$ cat src/rtl/mux_select_scanner_if.sv
// Signal bundle between the scan sequencer (master) and the mux and frame consumer (slave).
interface mux_select_scanner_if;
    logic       EN;
    logic [3:0] MASK;
    logic       MUX_OUT;
    logic       SEL0;
    logic       SEL1;
    logic [3:0] FRAME;
    logic       FRAME_VALID;
    logic       FRAME_READY;
    logic       OVERRUN;

    modport master (
        input  EN, MASK, MUX_OUT, FRAME_READY,
        output SEL0, SEL1, FRAME, FRAME_VALID, OVERRUN
    );

    modport slave (
        output EN, MASK, MUX_OUT, FRAME_READY,
        input  SEL0, SEL1, FRAME, FRAME_VALID, OVERRUN
    );
endinterface

$ cat src/rtl/mux_select_scanner.sv
// Scan sequencer for a 4-to-1 mux: steps SEL through the latched channels, samples
// MUX_OUT on the last dwell cycle of each, and emits one frame per scan over valid/ready.
module mux_select_scanner #(
    parameter int DWELL = 4,
    parameter int CNT_W = 8
) (
    input logic                  CLK,
    input logic                  RESET,
    mux_select_scanner_if.master bus
);
    typedef enum logic {IDLE, SCAN} state_t;

    state_t           state, state_next;
    logic [CNT_W-1:0] cnt;
    logic [1:0]       sel;
    logic [3:0]       mask_l;
    logic [3:0]       shadow;
    logic [3:0]       frame;
    logic [3:0]       frame_new;
    logic             frame_valid;
    logic             overrun;
    logic             dwell_done;
    logic             last_ch;
    logic             mask_nz;
    logic             start;
    logic             step;
    logic             complete;

    function automatic logic [1:0] lowest_ch(input logic [3:0] m);
        lowest_ch = 2'd0;
        for (int i = 3; i >= 0; i--)
            if (m[i]) lowest_ch = 2'(i);
    endfunction

    function automatic logic [1:0] highest_ch(input logic [3:0] m);
        highest_ch = 2'd0;
        for (int i = 0; i < 4; i++)
            if (m[i]) highest_ch = 2'(i);
    endfunction

    // Nearest enabled channel strictly above ch; only called when one exists.
    function automatic logic [1:0] next_ch(input logic [3:0] m, input logic [1:0] ch);
        next_ch = ch;
        for (int i = 3; i >= 0; i--)
            if (m[i] && i > int'(ch)) next_ch = 2'(i);
    endfunction

    assign dwell_done = (cnt == CNT_W'(DWELL - 1));
    assign last_ch    = (sel == highest_ch(mask_l));
    assign mask_nz    = |bus.MASK;

    // NOTE: sequential state uses non-blocking assignments so every register samples pre-edge values.
    always_ff @(posedge CLK) begin
        if (RESET) state <= IDLE;
        else       state <= state_next;
    end

    // NOTE: every combinational output gets a default first so no path infers a latch.
    always_comb begin
        state_next = state;
        case (state)
            IDLE:    if (bus.EN && mask_nz) state_next = SCAN;
            SCAN:    if (!bus.EN || (dwell_done && last_ch && !mask_nz)) state_next = IDLE;
            default: state_next = IDLE;
        endcase
    end

    always_comb begin
        start    = 1'b0;
        step     = 1'b0;
        complete = 1'b0;
        case (state)
            IDLE: start = bus.EN && mask_nz;
            SCAN: begin
                complete = dwell_done && last_ch;
                step     = bus.EN;
                start    = bus.EN && mask_nz && complete;
            end
            default: ;
        endcase
    end

    // Frame as it will look once this edge's sample is merged in.
    always_comb begin
        frame_new      = shadow;
        frame_new[sel] = bus.MUX_OUT;
        frame_new      = frame_new & mask_l;
    end

    always_ff @(posedge CLK) begin
        if (RESET) begin
            cnt         <= '0;
            sel         <= 2'd0;
            mask_l      <= 4'd0;
            shadow      <= 4'd0;
            frame       <= 4'd0;
            frame_valid <= 1'b0;
            overrun     <= 1'b0;
        end else begin
            // A completion beats a consume; an unconsumed frame makes the new one drop.
            if (complete && frame_valid && !bus.FRAME_READY) begin
                overrun <= 1'b1;
            end else if (complete) begin
                frame       <= frame_new;
                frame_valid <= 1'b1;
            end else if (frame_valid && bus.FRAME_READY) begin
                frame_valid <= 1'b0;
            end

            if (start) begin
                mask_l <= bus.MASK;
                sel    <= lowest_ch(bus.MASK);
                cnt    <= '0;
                shadow <= 4'd0;
            end else if (step) begin
                if (dwell_done) begin
                    shadow[sel] <= bus.MUX_OUT;
                    cnt         <= '0;
                    if (!last_ch) sel <= next_ch(mask_l, sel);
                end else begin
                    cnt <= cnt + CNT_W'(1);
                end
            end else if (state == SCAN) begin
                cnt <= '0;
            end
        end
    end

    assign bus.SEL0        = sel[0];
    assign bus.SEL1        = sel[1];
    assign bus.FRAME       = frame;
    assign bus.FRAME_VALID = frame_valid;
    assign bus.OVERRUN     = overrun;
endmodule

$ cat src/flat_wrapper.sv
// flat-port wrapper written by rule: the top's interface ports become plain ports
module mux_select_scanner_flat 
#(
    parameter int DWELL = 4,
    parameter int CNT_W = 8
)
  (CLK, RESET, bus_EN, bus_MASK, bus_MUX_OUT, bus_FRAME_READY, bus_SEL0, bus_SEL1, bus_FRAME, bus_FRAME_VALID, bus_OVERRUN);
  mux_select_scanner_if bus_i ();
  input logic CLK;
  input logic RESET;
  input wire logic [$bits(bus_i.EN)-1:0] bus_EN;
  input wire logic [$bits(bus_i.MASK)-1:0] bus_MASK;
  input wire logic [$bits(bus_i.MUX_OUT)-1:0] bus_MUX_OUT;
  input wire logic [$bits(bus_i.FRAME_READY)-1:0] bus_FRAME_READY;
  output wire logic [$bits(bus_i.SEL0)-1:0] bus_SEL0;
  output wire logic [$bits(bus_i.SEL1)-1:0] bus_SEL1;
  output wire logic [$bits(bus_i.FRAME)-1:0] bus_FRAME;
  output wire logic [$bits(bus_i.FRAME_VALID)-1:0] bus_FRAME_VALID;
  output wire logic [$bits(bus_i.OVERRUN)-1:0] bus_OVERRUN;
  assign bus_i.EN = bus_EN;
  assign bus_i.MASK = bus_MASK;
  assign bus_i.MUX_OUT = bus_MUX_OUT;
  assign bus_i.FRAME_READY = bus_FRAME_READY;
  assign bus_SEL0 = bus_i.SEL0;
  assign bus_SEL1 = bus_i.SEL1;
  assign bus_FRAME = bus_i.FRAME;
  assign bus_FRAME_VALID = bus_i.FRAME_VALID;
  assign bus_OVERRUN = bus_i.OVERRUN;
  mux_select_scanner #(.DWELL(DWELL), .CNT_W(CNT_W)) u_core (.CLK(CLK), .RESET(RESET), .bus(bus_i));
endmodule
$ cat config.mk
export PLATFORM = sky130hd
export DESIGN_NAME = mux_select_scanner_flat
export DESIGN_NICKNAME = d
export VERILOG_FILES = /design/src/rtl/mux_select_scanner_if.sv /design/src/rtl/mux_select_scanner.sv /design/src/flat_wrapper.sv
export SDC_FILE = /design/constraint.sdc
export NUM_CORES = 1
export LEC_CHECK = 0
export BUFFER_PORTS_ARGS = -buffer_cell sky130_fd_sc_hd__buf_4
export CORE_UTILIZATION = 35
export DETAILED_ROUTE_END_ITERATION = 16
export GPL_TIMING_DRIVEN = 0
export PLACE_DENSITY = 0.63
export SLEW_MARGIN = 15
export SYNTH_ARGS = -nofsm -noshare
export SYNTH_HDL_FRONTEND = slang
export SYNTH_SLANG_ARGS = --single-unit
export TNS_END_PERCENT = 5
$ cat constraint.sdc
create_clock -name CLK -period 2.1 [get_ports CLK]
set_input_delay 0.105 -clock CLK [delete_from_list [all_inputs] [get_ports CLK]]
set_output_delay 0.105 -clock CLK [all_outputs]
set_load 0.01 [all_outputs]
# [Yosys cells after proc, flatten, opt, wreduce, memory -nomap -nowiden]
# Index checks and enable logic that the tools add are counted.
[totals] input_bits=9 regBits=25 out_inout_bits=8 elab_cells=74
[op_classes] reduce_logical=26 add_sub_neg=1 n_bitwise=3 n_lt_le_gt_ge=5 mux=28 eq_ne=3
[op_table] cell="two-way mux 2 bit" count=13
[op_table] cell="two-way mux 8 bit" count=3
[op_table] cell="logical AND 1 bit" count=11
[op_table] cell="adder 8 x 1 -> 8 bit, second input constant" count=1
[op_table] cell="equality test 8 x 2 -> 1 bit, second input constant" count=1
[op_table] cell="two-way mux 1 bit" count=8
[op_table] cell="nonzero test 2 bit" count=4
[op_table] cell="AND reduction 2 bit" count=3
[op_table] cell="bitwise AND 4 bit" count=1
[op_table] cell="bitwise mux 4 bit" count=1
[op_table] cell="greater-than comparator 2 bit, first input constant" count=2
[op_table] cell="one-hot mux 1 bit (2 select lines)" count=2
[op_table] cell="AND reduction 4 bit" count=1
[op_table] cell="nonzero test 4 bit" count=1
[op_table] cell="OR reduction 4 bit" count=1
[op_table] cell="logical NOT 1 bit" count=3
[op_table] cell="less-than comparator 2 x 3 -> 1 bit, second input constant" count=1
[op_table] cell="demux 1 bit (select 2 bit)" count=1
[op_table] cell="equality test 2 bit" count=1
[op_table] cell="greater-or-equal comparator 2 x 1 -> 1 bit, second input constant" count=1
[op_table] cell="greater-than comparator 1 x 2 -> 1 bit, first input constant" count=1
[op_table] cell="inequality test 2 bit, second input constant" count=1
[op_table] cell="inverter 1 bit" count=2
[op_table] cell="OR reduction 2 bit" count=1
[op_table] cell="logical OR 1 bit" count=1

# [Logic depth before layout (Yosys ltp)]
# Gate-level depths: netlist of the first run.
[depth] depth_word=10 ltp_mapped=8 depth_no_buf=7

# [Worst setup path after synthesis of the first run]
# No wires, ideal clock.
[synth_path] kind="flip-flop to flip-flop" startpoint="reg u_core.cnt[0]" endpoint="reg u_core.shadow[3]" t_arrival_ps=1644 stages_incl_launch_ff=9 t_required_ps=1986 slack_ps=341 setup_time_ps=114 path_buffers=1 synth_period_minus_slack_ps=1759 cell_sequence="dfxtp_1 ha_1 nor4b_2 nand2_1 a21o_2 a21oi_4 or2_4 buf_6 nor2_1"
[synth_via] elab_chain_cells=5 word_cells_on_any_way=6 classes_between="1 x eq/ne; 1 x mux; 4 x reduce/logical"
[synth_lines] item="start: declaration" line_no="mux_select_scanner.sv:14" rtl="logic [CNT_W-1:0] cnt;"
[synth_lines] item="start signal: assignment" line_no="mux_select_scanner.sv:121" rtl="cnt <= cnt + CNT_W'(1);"
[synth_lines] item="equality test 8 x 2 -> 1 bit (*)" line_no="mux_select_scanner.sv:48" rtl="assign dwell_done = (cnt == CNT_W'(DWELL - 1));"
[synth_lines] item="logical AND 1 bit" line_no="mux_select_scanner.sv:75" rtl="complete = dwell_done && last_ch;"
[synth_lines] item="logical AND 1 bit" line_no="mux_select_scanner.sv:77" rtl="start = bus.EN && mask_nz && complete;"
[synth_lines] item="one-hot mux 1 bit (2 select lines)" line_no="mux_select_scanner.sv:72" rtl="case (state)"
[synth_lines] item="OR reduction 2 bit (no line)"
[synth_lines] item="end signal: indexed assignment" line_no="mux_select_scanner.sv:117" rtl="shadow[sel] <= bus.MUX_OUT;"
[synth_lines] item="end: declaration" line_no="mux_select_scanner.sv:17" rtl="logic [3:0] shadow;"
# Every way passes the cells marked *; elsewhere a longest branch is shown, timed or not.
# A chain may end at the register's enable or synchronous reset.

# [Final worst setup path of the first run]
[layout_path] startpoint="reg u_core.cnt[0]" endpoint="reg u_core.frame[3] (netlist: u_core.bus.FRAME[3])"
[layout_via] elab_chain_cells=7
[layout_lines] item="equality test 8 x 2 -> 1 bit (*)" line_no="mux_select_scanner.sv:48"
[layout_lines] item="logical AND 1 bit (*)" line_no="mux_select_scanner.sv:75"
[layout_lines] item="two-way mux 1 bit (*)" line_no="mux_select_scanner.sv:72"
[layout_lines] item="logical AND 1 bit (2 in series)" line_no="mux_select_scanner.sv:101" rtl="if (complete && frame_valid && !bus.FRAME_READY) begin"
[layout_lines] item="inverter 1 bit (no line)"
[layout_lines] item="AND reduction 2 bit (no line) (*)"
[layout_lines] item="end signal: assignment" line_no="mux_select_scanner.sv:104" rtl="frame <= frame_new;"
[layout_lines] item="end: declaration" line_no="mux_select_scanner.sv:18" rtl="logic [3:0] frame;"
# Marked as above.

==> impl_metrics.xml, run 1 <==
<?xml version="1.0" encoding="UTF-8"?>
<metrics>
  <group name="global_route">
    <metric name="grt_pass1_vias" unit="">1029</metric>
    <metric name="globalRouteOverflowTotal" unit="">0</metric>
    <metric name="track_usage" unit="%">14.5</metric>
    <metric name="grt_first_pass_wirelength" unit="um">4620</metric>
    <metric name="grt_start_max_net_pins" unit="">16</metric>
    <metric name="antenna_found_initial" unit="">0</metric>
  </group>
  <group name="critical_path">
    <metric name="critPathSlowestCell" unit="">dfxtp_1</metric>
    <metric name="path_cells" unit="">ha_1, nor4b_2, nand2_1, a21o_2, nor2_1, mux2i_1, nor2_1</metric>
    <metric name="cp_common_cell" unit="">nor2_1</metric>
    <metric name="timing.critical_path.to_type" unit="">register</metric>
    <metric name="rr_worst_depth" unit="">7</metric>
    <metric name="critPathKind" unit="">register to register</metric>
    <metric name="endpoint" unit="">u_core.bus.FRAME[3]</metric>
    <metric name="r2r_start" unit="">u_core.cnt[0]</metric>
    <metric name="worstReg2RegEnd" unit="">u_core.bus.FRAME[3]</metric>
    <metric name="timing.critical_path.arrival" unit="ns">2.12</metric>
    <metric name="critical_path.startpoint_type" unit="">register</metric>
    <metric name="cpPeakStageDelay" unit="ns">0.39</metric>
    <metric name="first_element_of_the_critical_path" unit="">u_core.cnt[0]</metric>
    <metric name="worst_ep_required_time" unit="ns">2.33</metric>
    <metric name="worstPathMaxFanout" unit="">8</metric>
    <metric name="reg2reg_slack" unit="ns">0.22</metric>
  </group>
  <group name="detailed_routing">
    <metric name="routed_antenna_nets" unit="">0</metric>
    <metric name="route.detailed.drc" unit="">0</metric>
    <metric name="drt_first_pass_iters" unit="">4</metric>
    <metric name="viasPerCell" unit="">5.05</metric>
    <metric name="detail_route.wl_per_cell" unit="um">12.0</metric>
    <metric name="drc_violation_total_after_the_first_tritonroute_iteration" unit="">61</metric>
    <metric name="vias" unit="">1121</metric>
    <metric name="wl" unit="um">2660</metric>
  </group>
  <group name="cts">
    <metric name="tritoncts_num_sinks" unit="">25</metric>
    <metric name="clk_path_buf_depth" unit="">2</metric>
    <metric name="cts_inserted_buffers" unit="">3</metric>
    <metric name="tritoncts" unit="">done</metric>
    <metric name="clock_tree.root_cell" unit="">clkbuf_4</metric>
    <metric name="cts_htree_levels" unit="">1</metric>
    <metric name="clk-insertion-delay-late" unit="ns">0.34</metric>
    <metric name="clk_pin_slew_worst_paths" unit="ns">0.16</metric>
  </group>
  <group name="cells_and_area">
    <metric name="growth_of_design_area_from_synthesis_to_finish" unit="%">18.0</metric>
    <metric name="num-nets-final" unit="">187</metric>
    <metric name="final-instance-count-excl-fill" unit="">222</metric>
    <metric name="n_antenna_cell" unit="">0</metric>
    <metric name="post-route-util" unit="%">44.1</metric>
    <metric name="drive_above_1_share" unit="%">20.5</metric>
    <metric name="fill_cells" unit="">364</metric>
  </group>
  <group name="floorplanning">
    <metric name="core-area" unit="um2">3420</metric>
    <metric name="dieWidth" unit="um">62.4</metric>
    <metric name="die_y_extent" unit="um">62.4</metric>
    <metric name="pin_count" unit="">17</metric>
    <metric name="row_count" unit="">21</metric>
    <metric name="start_util" unit="%">37.4</metric>
    <metric name="dieArea" unit="um2">3890</metric>
  </group>
  <group name="worst_hold_path">
    <metric name="min-delay-path-class" unit="">input pin to register</metric>
  </group>
  <group name="placement">
    <metric name="placedCellCount" unit="">216</metric>
    <metric name="place_congestion" unit="">0.798</metric>
    <metric name="io_buffers" unit="">15</metric>
    <metric name="place_hpwl" unit="um">2010</metric>
  </group>
  <group name="timing">
    <metric name="drv_slew" unit="">0</metric>
    <metric name="timing.final.crit_share" unit="%">89.7</metric>
    <metric name="grt_setup_unrepaired" unit="">no</metric>
    <metric name="hold_slack" unit="ns">0.0281</metric>
    <metric name="final_hold_vio_count" unit="">0</metric>
    <metric name="period_minus_ws_final" unit="ns">1.88</metric>
    <metric name="tightestPinTransition" unit="ns">0.684</metric>
    <metric name="slew_headroom" unit="%">53.8</metric>
    <metric name="fmax" unit="MHz">531</metric>
    <metric name="finalSetupViolations" unit="">0</metric>
    <metric name="tns" unit="ns">0</metric>
    <metric name="fin_worst_skew" unit="ns">0.0208</metric>
  </group>
  <group name="synthesis">
    <metric name="ys_seq_area_share" unit="%">39.2</metric>
    <metric name="post_synth_instance_area" unit="um2">1280</metric>
    <metric name="synth_fp_nets" unit="">165</metric>
    <metric name="yosys_warnings" unit="">0</metric>
    <metric name="syn-mean-instance-area" unit="um2">8.23</metric>
    <metric name="yosys.cell_types.count" unit="">35</metric>
    <metric name="synth_cells" unit="">155</metric>
    <metric name="total_of_flip_flops_plus_latches_after_synthesis" unit="">25</metric>
  </group>
  <group name="power_and_ir_drop">
    <metric name="switching_share" unit="%">26.7</metric>
    <metric name="share_clk_of_total_power" unit="%">27.6</metric>
    <metric name="power_frac_comb" unit="%">13.0</metric>
    <metric name="p_total" unit="uW">825</metric>
    <metric name="max-vdd-ir-drop" unit="V">0.000435</metric>
    <metric name="share_seq_of_total_power" unit="%">59.4</metric>
    <metric name="power_report.internal_total" unit="uW">605</metric>
    <metric name="static_leakage" unit="nW">0.595</metric>
    <metric name="net-switching-power" unit="uW">220</metric>
    <metric name="power.density" unit="nW/um2">547</metric>
  </group>
  <group name="flow_run">
    <metric name="drv.max_cap_violation_count" unit="">0</metric>
  </group>
  <group name="outcome">
    <metric name="run_status" unit="">finished, final reports clean</metric>
  </group>
</metrics>
-- area by class of cell --
class                           instances  area (um2)  share of cell area [%]
Buffer                                  9        47.5                    3.16
Clock buffer                            3        22.5                    1.50
Clock inverter                          1        7.51                   0.498
Inverter                                5        18.8                    1.25
Multi-Input combinational cell        116         709                    47.1
Sequential cell                        25         500                    33.2
Tap cell                               46        57.6                    3.82
Timing Repair Buffer                   17         143                    9.47
-- worst max-delay path: cells and delay by family, from the launching register on --
kind | cells | cell delay (ns)
mux | 1 | 0.23
compound gates | 1 | 0.28
flops | 1 | 0.39
simple gates | 4 | 0.71
fa+ha+maj | 1 | 0.20
-- power by group through the flow --
stage	clock, mW	combinational [mW]	sequential, mW
global route	0.254	0.119	0.492
detailed placement	0	0.0991	0.500
global placement	0	0.0973	0.500
floorplan	0	0.0653	0.499
CTS	0.238	0.101	0.490
finish	0.227	0.107	0.490
-- layout by cell type, fill, tap and decap left out, types with 2 or more instances in the layout --
| cell type | netlist | routed |
|---|---|---|
| inv_1 | 5 | 5 |
| a21oi_2 | 2 | 2 |
| a311oi_1 | 2 | 2 |
| o21ai_0 | 9 | 9 |
| nand3_1 | 10 | 10 |
| a21oi_1 | 13 | 13 |
| mux2i_1 | 9 | 9 |
| buf_4 | 1 | 16 |
| nand2_1 | 13 | 13 |
| nor3b_1 | 3 | 3 |
| dfxtp_1 | 25 | 25 |
| clkbuf_4 | 0 | 3 |
| buf_2 | 2 | 2 |
| and3_1 | 5 | 5 |
| mux2_2 | 4 | 4 |
| clkbuf_1 | 5 | 5 |
| nor2_1 | 23 | 23 |
| nor2b_1 | 2 | 2 |
| nand4b_1 | 2 | 2 |
| nand2b_1 | 4 | 4 |
-- cell usage after synthesis (all sizes together) --
cell type | n | share of area [%]
and3 | 5 | 2.5
nor3b | 3 | 1.8
nand4b | 2 | 1.4
and4 | 1 | 0.69
a21oi | 16 | 7.7
mux2 | 4 | 3.5
inv | 5 | 1.5
a21o | 1 | 0.69
or2 | 3 | 1.7
a31oi | 1 | 0.49
a311oi | 2 | 1.4
nor2b | 2 | 0.98
nand2b | 4 | 2.0
mux2i | 9 | 7.1
o41ai | 1 | 0.69
nand2 | 13 | 3.8
buf | 4 | 2.3
a41oi | 1 | 0.69
nand3 | 10 | 3.9
o21ai | 9 | 3.5
dfxtp | 25 | 39
nor2 | 23 | 6.8
clkbuf | 5 | 1.5
nand4 | 1 | 0.49
or3b | 1 | 0.69
ha | 1 | 0.98
o2111ai | 1 | 0.69
nor3 | 1 | 0.39
nor4b | 1 | 1.2
-- registers in the layout (all words and copies together), names as in the netlist --
register / flops
u_core.shadow: 4
u_core.bus.FRAME_VALID: 1
u_core.sel: 2
u_core.bus.FRAME: 4
u_core.state: 1
u_core.cnt: 8
u_core.mask_l: 4
u_core.bus.OVERRUN: 1
-- worst min path at each step --
stage,startpoint,end,slack (ns),cells after the start
6_report,bus_MASK[0],u_core.mask_l[0],0.03,3
5_1_grt,bus_MASK[2],u_core.mask_l[2],0.05,3
4_1_cts,bus_MASK[0],u_core.mask_l[0],0.03,3
3_5_place_dp,RESET,u_core.bus.FRAME_VALID,0.31,2
3_3_place_gp,RESET,u_core.bus.FRAME_VALID,0.31,2
2_1_floorplan,RESET,u_core.bus.FRAME_VALID,0.17,1
-- metal layers --
metal | vias up | track usage (%) | routed length [um]
met5 | - | 0 | 0
met1 | 517 | 19.0 | 1300
li1 | 588 | - | -
met2 | 14 | 24.6 | 1270
met4 | 0 | 2.62 | 16
met3 | 2 | 3.28 | 81
-- cell families after synthesis --
logic type      Yosys count  synth area share [%]
compound gates           32                  15.9
fa+ha+maj                 1                 0.980
buf+inv                  14                  5.20
flops                    25                  39.2
mux                      13                  10.6
simple gates             70                  28.1
-- timing repair --
item	4_1_cts	5_1_grt
resized for setup	0	0
hold endpoints to repair	3	0
buffers inserted	0	1
setup endpoints to repair	0	10
hold buffers	1	0
-- metrics by stage --
step	setup slack (ns)	cell area [um2]
finish	0.217	1510
global route	0.0451	1510
CTS	0.0681	1490
detailed placement	0.0911	1450
global placement	0.0801	1450
floorplan	0.341	1280
(Power assumes the default switching activity.)
==> inputs of run 2 (changes only) <==
- CTS_CLUSTER_SIZE: unset -> 30
- PLACE_DENSITY: 0.63 -> 0.57
- SLEW_MARGIN: 15 -> unset
==> run 2 against run 1 <==
Flip-flop and latch count unchanged. Critical endpoint unchanged. Largest power group unchanged. Highest routed layer unchanged. Die area stayed put. Hold slack improved by 0.0012 ns. Core utilization rose by 0.11 points. Routed wire length is 6.8% higher. Cell area is 0.25% higher. Sequential share of layout area is 0.083 points lower. Combinational power barely moved. Final cell count increased by 0.45%. Largest cell class unchanged. Clock power up 2%. Register-to-register slack worse by 0.05 ns.
==> impl_metrics.xml, run 2 (same netlist as run 1, synthesis figures left out) <==
<?xml version="1.0" encoding="UTF-8"?>
<metrics>
  <group name="outcome">
    <metric name="run_status" unit="">finished, final reports clean</metric>
  </group>
  <group name="power_and_ir_drop">
    <metric name="power_frac_comb" unit="%">12.8</metric>
    <metric name="share_seq_of_total_power" unit="%">59.2</metric>
    <metric name="switching_share" unit="%">27.1</metric>
    <metric name="power.density" unit="nW/um2">548</metric>
    <metric name="static_leakage" unit="nW">0.596</metric>
    <metric name="net-switching-power" unit="uW">225</metric>
    <metric name="share_clk_of_total_power" unit="%">28.0</metric>
    <metric name="p_total" unit="uW">827</metric>
    <metric name="max-vdd-ir-drop" unit="V">0.000376</metric>
    <metric name="power_report.internal_total" unit="uW">603</metric>
  </group>
  <group name="global_route">
    <metric name="globalRouteOverflowTotal" unit="">0</metric>
    <metric name="met3_track_utilization_from_global_routing" unit="%">3.47</metric>
    <metric name="grt_pass1_vias" unit="">1071</metric>
    <metric name="track_usage" unit="%">15.1</metric>
    <metric name="antenna_found_initial" unit="">0</metric>
    <metric name="grt_first_pass_wirelength" unit="um">4730</metric>
    <metric name="grt_start_max_net_pins" unit="">16</metric>
    <metric name="routing_usage_on_met1" unit="%">19.7</metric>
    <metric name="busiest_layer" unit="">met2</metric>
    <metric name="grt_use_met2" unit="%">25.7</metric>
  </group>
  <group name="timing">
    <metric name="drv_slew" unit="">0</metric>
    <metric name="grt_setup_unrepaired" unit="">no</metric>
    <metric name="fmax" unit="MHz">518</metric>
    <metric name="slew_headroom" unit="%">52.7</metric>
    <metric name="final_hold_vio_count" unit="">0</metric>
    <metric name="timing.final.crit_share" unit="%">92.0</metric>
    <metric name="fin_worst_skew" unit="ns">0.0208</metric>
    <metric name="finalSetupViolations" unit="">0</metric>
    <metric name="tightestPinTransition" unit="ns">0.701</metric>
    <metric name="period_minus_ws_final" unit="ns">1.93</metric>
    <metric name="tns" unit="ns">0</metric>
  </group>
  <group name="critical_path">
    <metric name="critical_path.startpoint_type" unit="">register</metric>
    <metric name="worstPathMaxFanout" unit="">8</metric>
    <metric name="path_cells" unit="">ha_1, nor4b_4, nand2_1, a21o_2, nor2_1, mux2i_1, nor2_1</metric>
    <metric name="timing.critical_path.arrival" unit="ns">2.17</metric>
    <metric name="worst-path-stages" unit="">7</metric>
    <metric name="worst_ep_required_time" unit="ns">2.33</metric>
    <metric name="cpPeakStageDelay" unit="ns">0.38</metric>
    <metric name="cp_common_cell" unit="">nor2_1</metric>
    <metric name="path_delay_family" unit="">simple AND/OR/NAND/NOR gates</metric>
    <metric name="critPathSlowestCell" unit="">dfxtp_1</metric>
    <metric name="critPathKind" unit="">register to register</metric>
    <metric name="timing.critical_path.to_type" unit="">register</metric>
    <metric name="rr_worst_depth" unit="">7</metric>
    <metric name="cp.buffers_inverters" unit="">0</metric>
  </group>
  <group name="detailed_routing">
    <metric name="viasPerCell" unit="">5.10</metric>
    <metric name="detail_route.wl_per_cell" unit="um">12.7</metric>
    <metric name="drc_violation_total_after_the_first_tritonroute_iteration" unit="">77</metric>
    <metric name="vias" unit="">1137</metric>
    <metric name="route.detailed.drc" unit="">0</metric>
    <metric name="wl" unit="um">2840</metric>
    <metric name="routed_antenna_nets" unit="">0</metric>
    <metric name="drt_first_pass_iters" unit="">4</metric>
  </group>
  <group name="cells_and_area">
    <metric name="final_cell_mix" unit="">dfxtp_1, nor2_1, buf_4, nand2_1, a21oi_1</metric>
    <metric name="drive_above_1_share" unit="%">20.9</metric>
    <metric name="largest_register_ff_count" unit="">8</metric>
    <metric name="n_antenna_cell" unit="">0</metric>
    <metric name="growth_of_design_area_from_synthesis_to_finish" unit="%">18.3</metric>
    <metric name="regMostFlops" unit="">u_core.cnt</metric>
    <metric name="layout.cells.most_common" unit="">dfxtp_1</metric>
    <metric name="num-nets-final" unit="">188</metric>
  </group>
  <group name="cts">
    <metric name="tritoncts_num_sinks" unit="">25</metric>
    <metric name="clock_tree.root_cell" unit="">clkbuf_4</metric>
    <metric name="cts_htree_levels" unit="">1</metric>
    <metric name="clk-insertion-delay-late" unit="ns">0.34</metric>
    <metric name="cts_inserted_buffers" unit="">3</metric>
    <metric name="clk_path_buf_depth" unit="">2</metric>
    <metric name="tritoncts" unit="">done</metric>
    <metric name="clk_pin_slew_worst_paths" unit="ns">0.16</metric>
  </group>
  <group name="placement">
    <metric name="io_buffers" unit="">15</metric>
    <metric name="place_hpwl" unit="um">2070</metric>
    <metric name="place_congestion" unit="">0.812</metric>
  </group>
  <group name="floorplanning">
    <metric name="core-area" unit="um2">3420</metric>
    <metric name="row_count" unit="">21</metric>
    <metric name="dieArea" unit="um2">3890</metric>
    <metric name="die_y_extent" unit="um">62.4</metric>
    <metric name="pin_count" unit="">17</metric>
    <metric name="start_util" unit="%">37.4</metric>
    <metric name="dieWidth" unit="um">62.4</metric>
  </group>
  <group name="worst_hold_path">
    <metric name="min-delay-path-class" unit="">input pin to register</metric>
    <metric name="hold-path-cell-count" unit="">3</metric>
  </group>
  <group name="flow_run">
    <metric name="drv.max_cap_violation_count" unit="">0</metric>
  </group>
</metrics>
run 2: changes by cell type in the layout (fill, tap and decap cells not counted), sizes merged:
| cell | delta |
|---|---|
| buf | +1 |
run 2: worst paths after layout:
kind | start | endpoint | slack, ns
hold reg to reg | u_core.mask_l[0] | u_core.bus.FRAME[0] | 0.46
setup / recovery | u_core.cnt[0] | u_core.bus.FRAME[3] | 0.17
setup reg to reg | u_core.cnt[0] | u_core.bus.FRAME[3] | 0.17
hold / removal | bus_MASK[1] | u_core.mask_l[1] | 0.03
run 2: routing by layer:
metal | routed length, um | part of all wire, %
met3 | 84 | 3.0
met2 | 1300 | 46
met5 | 0 | 0
met4 | 14 | 0.49
met1 | 1440 | 51
run 2: power groups by stage:
stage	sequential [mW]	combinational, mW	clock [mW]
floorplan	0.499	0.0653	0
global placement	0.500	0.0982	0
detailed placement	0.500	0.0996	0
CTS	0.490	0.101	0.242
global route	0.491	0.117	0.263
finish	0.490	0.106	0.231
run 2: worst register-to-register path: stages (launching register included):
cell     delay (ns)
dfxtp_1        0.38
ha_1           0.22
nor4b_4        0.23
nand2_1        0.14
a21o_2         0.29
nor2_1         0.32
mux2i_1        0.23
nor2_1         0.05
run 2: final cells by class:
cell class | count | area (um2)
timing repair buffer | 18 | 138
fill | 345 | 1910
clock inverter | 1 | 7.51
inverter | 5 | 18.8
buffer | 9 | 47.5
clock buffer | 3 | 22.5
multi-input combinational | 116 | 718
sequential | 25 | 500
tap | 46 | 57.6
run 2: what timing repair did:
item,4_1_cts,5_1_grt
setup endpoints to repair,0,19
hold endpoints to repair,3,0
hold buffers,1,0
gates resized for setup,0,1
setup buffers,0,2
run 2: per-stage QoR:
step                cells  hold WS, ns  worst slack [ns]  util, %  instance area, um2
detailed placement    216        0.314            0.0235     42.3                1450
global route          223       0.0343            0.0208     44.2                1510
CTS                   221       0.0229           0.00420     43.5                1490
floorplan             155        0.174             0.341        -                1280
global placement      216        0.314            0.0899     42.3                1450
finish                223       0.0292             0.169     44.2                1510
==> inputs of run 3 (changes only) <==
- CAP_MARGIN: unset -> 20
- HOLD_SLACK_MARGIN: unset -> 0.03
==> run 3 against run 2 <==
Non-clock buffer count up 3. Global-route usage up 0.50 points. Sequential share of layout area down 0.65 points. Critical path type unchanged. Critical endpoint unchanged. Largest power group unchanged.
==> impl_metrics.xml, run 3 (same netlist as run 1, synthesis figures left out) <==
<?xml version="1.0" encoding="UTF-8"?>
<metrics>
  <group name="placement">
    <metric name="place_congestion" unit="">0.812</metric>
    <metric name="placedCellCount" unit="">216</metric>
    <metric name="io_buffers" unit="">15</metric>
    <metric name="place_hpwl" unit="um">2070</metric>
  </group>
  <group name="cells_and_area">
    <metric name="post-route-util" unit="%">45.1</metric>
    <metric name="register_area" unit="um2">500</metric>
    <metric name="growth_of_design_area_from_synthesis_to_finish" unit="%">20.7</metric>
    <metric name="final-instance-count-excl-fill" unit="">226</metric>
    <metric name="layout.cells.most_common" unit="">dfxtp_1</metric>
    <metric name="multi_input_comb_area" unit="um2">718</metric>
    <metric name="n_antenna_cell" unit="">0</metric>
    <metric name="largest_register_ff_count" unit="">8</metric>
    <metric name="final_cell_mix" unit="">dfxtp_1, nor2_1, buf_4, nand2_1, a21oi_1</metric>
    <metric name="regMostFlops" unit="">u_core.cnt</metric>
    <metric name="num-nets-final" unit="">191</metric>
    <metric name="fill_cells" unit="">342</metric>
    <metric name="drive_above_1_share" unit="%">20.6</metric>
  </group>
  <group name="timing">
    <metric name="period_minus_ws_final" unit="ns">1.93</metric>
    <metric name="hold_slack" unit="ns">0.0552</metric>
    <metric name="finalSetupViolations" unit="">0</metric>
    <metric name="slew_headroom" unit="%">52.1</metric>
    <metric name="tightestPinTransition" unit="ns">0.709</metric>
    <metric name="timing.final.crit_share" unit="%">91.8</metric>
    <metric name="drv_slew" unit="">0</metric>
    <metric name="grt_setup_unrepaired" unit="">no</metric>
    <metric name="final_hold_vio_count" unit="">0</metric>
    <metric name="fin_worst_skew" unit="ns">0.0214</metric>
    <metric name="tns" unit="ns">0</metric>
    <metric name="fmax" unit="MHz">519</metric>
  </group>
  <group name="global_route">
    <metric name="grt_pass1_vias" unit="">1104</metric>
    <metric name="grt_first_pass_wirelength" unit="um">4860</metric>
    <metric name="grt_start_max_net_pins" unit="">16</metric>
    <metric name="track_usage" unit="%">15.6</metric>
    <metric name="globalRouteOverflowTotal" unit="">0</metric>
    <metric name="antenna_found_initial" unit="">0</metric>
  </group>
  <group name="critical_path">
    <metric name="timing.critical_path.arrival" unit="ns">2.16</metric>
    <metric name="critPathSlowestCell" unit="">dfxtp_1</metric>
    <metric name="cp.buffers_inverters" unit="">0</metric>
    <metric name="r2r_start" unit="">u_core.cnt[0]</metric>
    <metric name="rr_worst_depth" unit="">7</metric>
    <metric name="reg2reg_slack" unit="ns">0.17</metric>
    <metric name="worst_ep_required_time" unit="ns">2.33</metric>
    <metric name="worstPathMaxFanout" unit="">8</metric>
    <metric name="worstReg2RegEnd" unit="">u_core.bus.FRAME[3]</metric>
    <metric name="cp_common_cell" unit="">nor2_1</metric>
    <metric name="cpPeakStageDelay" unit="ns">0.37</metric>
    <metric name="critical_path.startpoint_type" unit="">register</metric>
    <metric name="path_cells" unit="">ha_1, nor4b_4, nand2_1, a21o_2, nor2_1, mux2i_1, nor2_1</metric>
    <metric name="timing.critical_path.to_type" unit="">register</metric>
    <metric name="first_element_of_the_critical_path" unit="">u_core.cnt[0]</metric>
    <metric name="worst-path-stages" unit="">7</metric>
    <metric name="critPathKind" unit="">register to register</metric>
    <metric name="endpoint" unit="">u_core.bus.FRAME[3]</metric>
    <metric name="path_delay_family" unit="">simple AND/OR/NAND/NOR gates</metric>
  </group>
  <group name="detailed_routing">
    <metric name="routed_antenna_nets" unit="">0</metric>
    <metric name="wl" unit="um">2900</metric>
    <metric name="route.detailed.drc" unit="">0</metric>
    <metric name="vias" unit="">1146</metric>
    <metric name="detail_route.wl_per_cell" unit="um">12.8</metric>
    <metric name="viasPerCell" unit="">5.07</metric>
    <metric name="drt_first_pass_iters" unit="">4</metric>
    <metric name="drc_violation_total_after_the_first_tritonroute_iteration" unit="">72</metric>
  </group>
  <group name="power_and_ir_drop">
    <metric name="static_leakage" unit="nW">0.609</metric>
    <metric name="max-vdd-ir-drop" unit="V">0.000373</metric>
    <metric name="p_total" unit="uW">831</metric>
    <metric name="power.density" unit="nW/um2">539</metric>
  </group>
  <group name="outcome">
    <metric name="run_status" unit="">finished, final reports clean</metric>
  </group>
  <group name="floorplanning">
    <metric name="start_util" unit="%">37.4</metric>
    <metric name="pin_count" unit="">17</metric>
    <metric name="core-area" unit="um2">3420</metric>
    <metric name="dieArea" unit="um2">3890</metric>
    <metric name="die_y_extent" unit="um">62.4</metric>
    <metric name="dieWidth" unit="um">62.4</metric>
    <metric name="row_count" unit="">21</metric>
  </group>
  <group name="cts">
    <metric name="cts_htree_levels" unit="">1</metric>
    <metric name="cts_inserted_buffers" unit="">3</metric>
    <metric name="tritoncts_num_sinks" unit="">25</metric>
    <metric name="clk_pin_slew_worst_paths" unit="ns">0.16</metric>
    <metric name="clk_path_buf_depth" unit="">2</metric>
    <metric name="clock_tree.root_cell" unit="">clkbuf_4</metric>
    <metric name="tritoncts" unit="">done</metric>
    <metric name="clk-insertion-delay-late" unit="ns">0.34</metric>
  </group>
  <group name="flow_run">
    <metric name="drv.max_cap_violation_count" unit="">0</metric>
  </group>
  <group name="worst_hold_path">
    <metric name="min-delay-path-class" unit="">input pin to register</metric>
  </group>
</metrics>
run 3: cell count changes in the layout (fill, tap and decap cells not counted):
cell	before	now
dlygate4sd3_1	1	4
run 3: timing repair:
item	CTS	global route
resized for setup	0	1
hold endpoints to repair	6	0
setup endpoints to repair	0	19
hold buffers	4	0
setup buffers	0	2
run 3: power by group:
group | switching (mW) | internal [mW] | leakage, nW
registers | 0.00655 | 0.483 | 0.202
clock network | 0.157 | 0.0729 | 0.0139
logic | 0.0606 | 0.0505 | 0.392
run 3: cell type report:
type	instances	area share, %
Clock buffer	3	1.46
Inverter	5	1.22
Tap cell	46	3.74
Clock inverter	1	0.487
Buffer	9	3.09
Sequential cell	25	32.5
Timing Repair Buffer	21	10.9
Multi-Input combinational cell	116	46.6
run 3: how the worst min path moves through the flow:
stage	startpoint	end	depth (start not counted)
6_report	bus_MASK[0]	u_core.mask_l[0]	3
5_1_grt	bus_MASK[0]	u_core.sel[0]	4
4_1_cts	bus_MASK[0]	u_core.mask_l[0]	3
3_5_place_dp	RESET	u_core.sel[1]	2
3_3_place_gp	RESET	u_core.bus.FRAME_VALID	2
2_1_floorplan	RESET	u_core.bus.FRAME_VALID	1
run 3: per-layer routing:
metal,vias up,GRT usage (%),routed length [um]
li1,594,-,-
met1,522,19.8,1450
met2,24,26.2,1290
met3,6,3.47,97
met4,0,4.94,67
met5,-,0,0
run 3: per-stage QoR:
step           setup slack, ns  cell area (um2)
3_5_place_dp            0.0235             1450
4_1_cts                0.00420             1520
5_1_grt                 0.0208             1540
6_report                 0.173             1540
2_1_floorplan            0.341             1280
3_3_place_gp            0.0899             1450
run 3: worst reg2reg max path: stages (launching register included):
cell	delay [ns]
dfxtp_1	0.37
ha_1	0.22
nor4b_4	0.23
nand2_1	0.14
a21o_2	0.28
nor2_1	0.32
mux2i_1	0.23
nor2_1	0.05
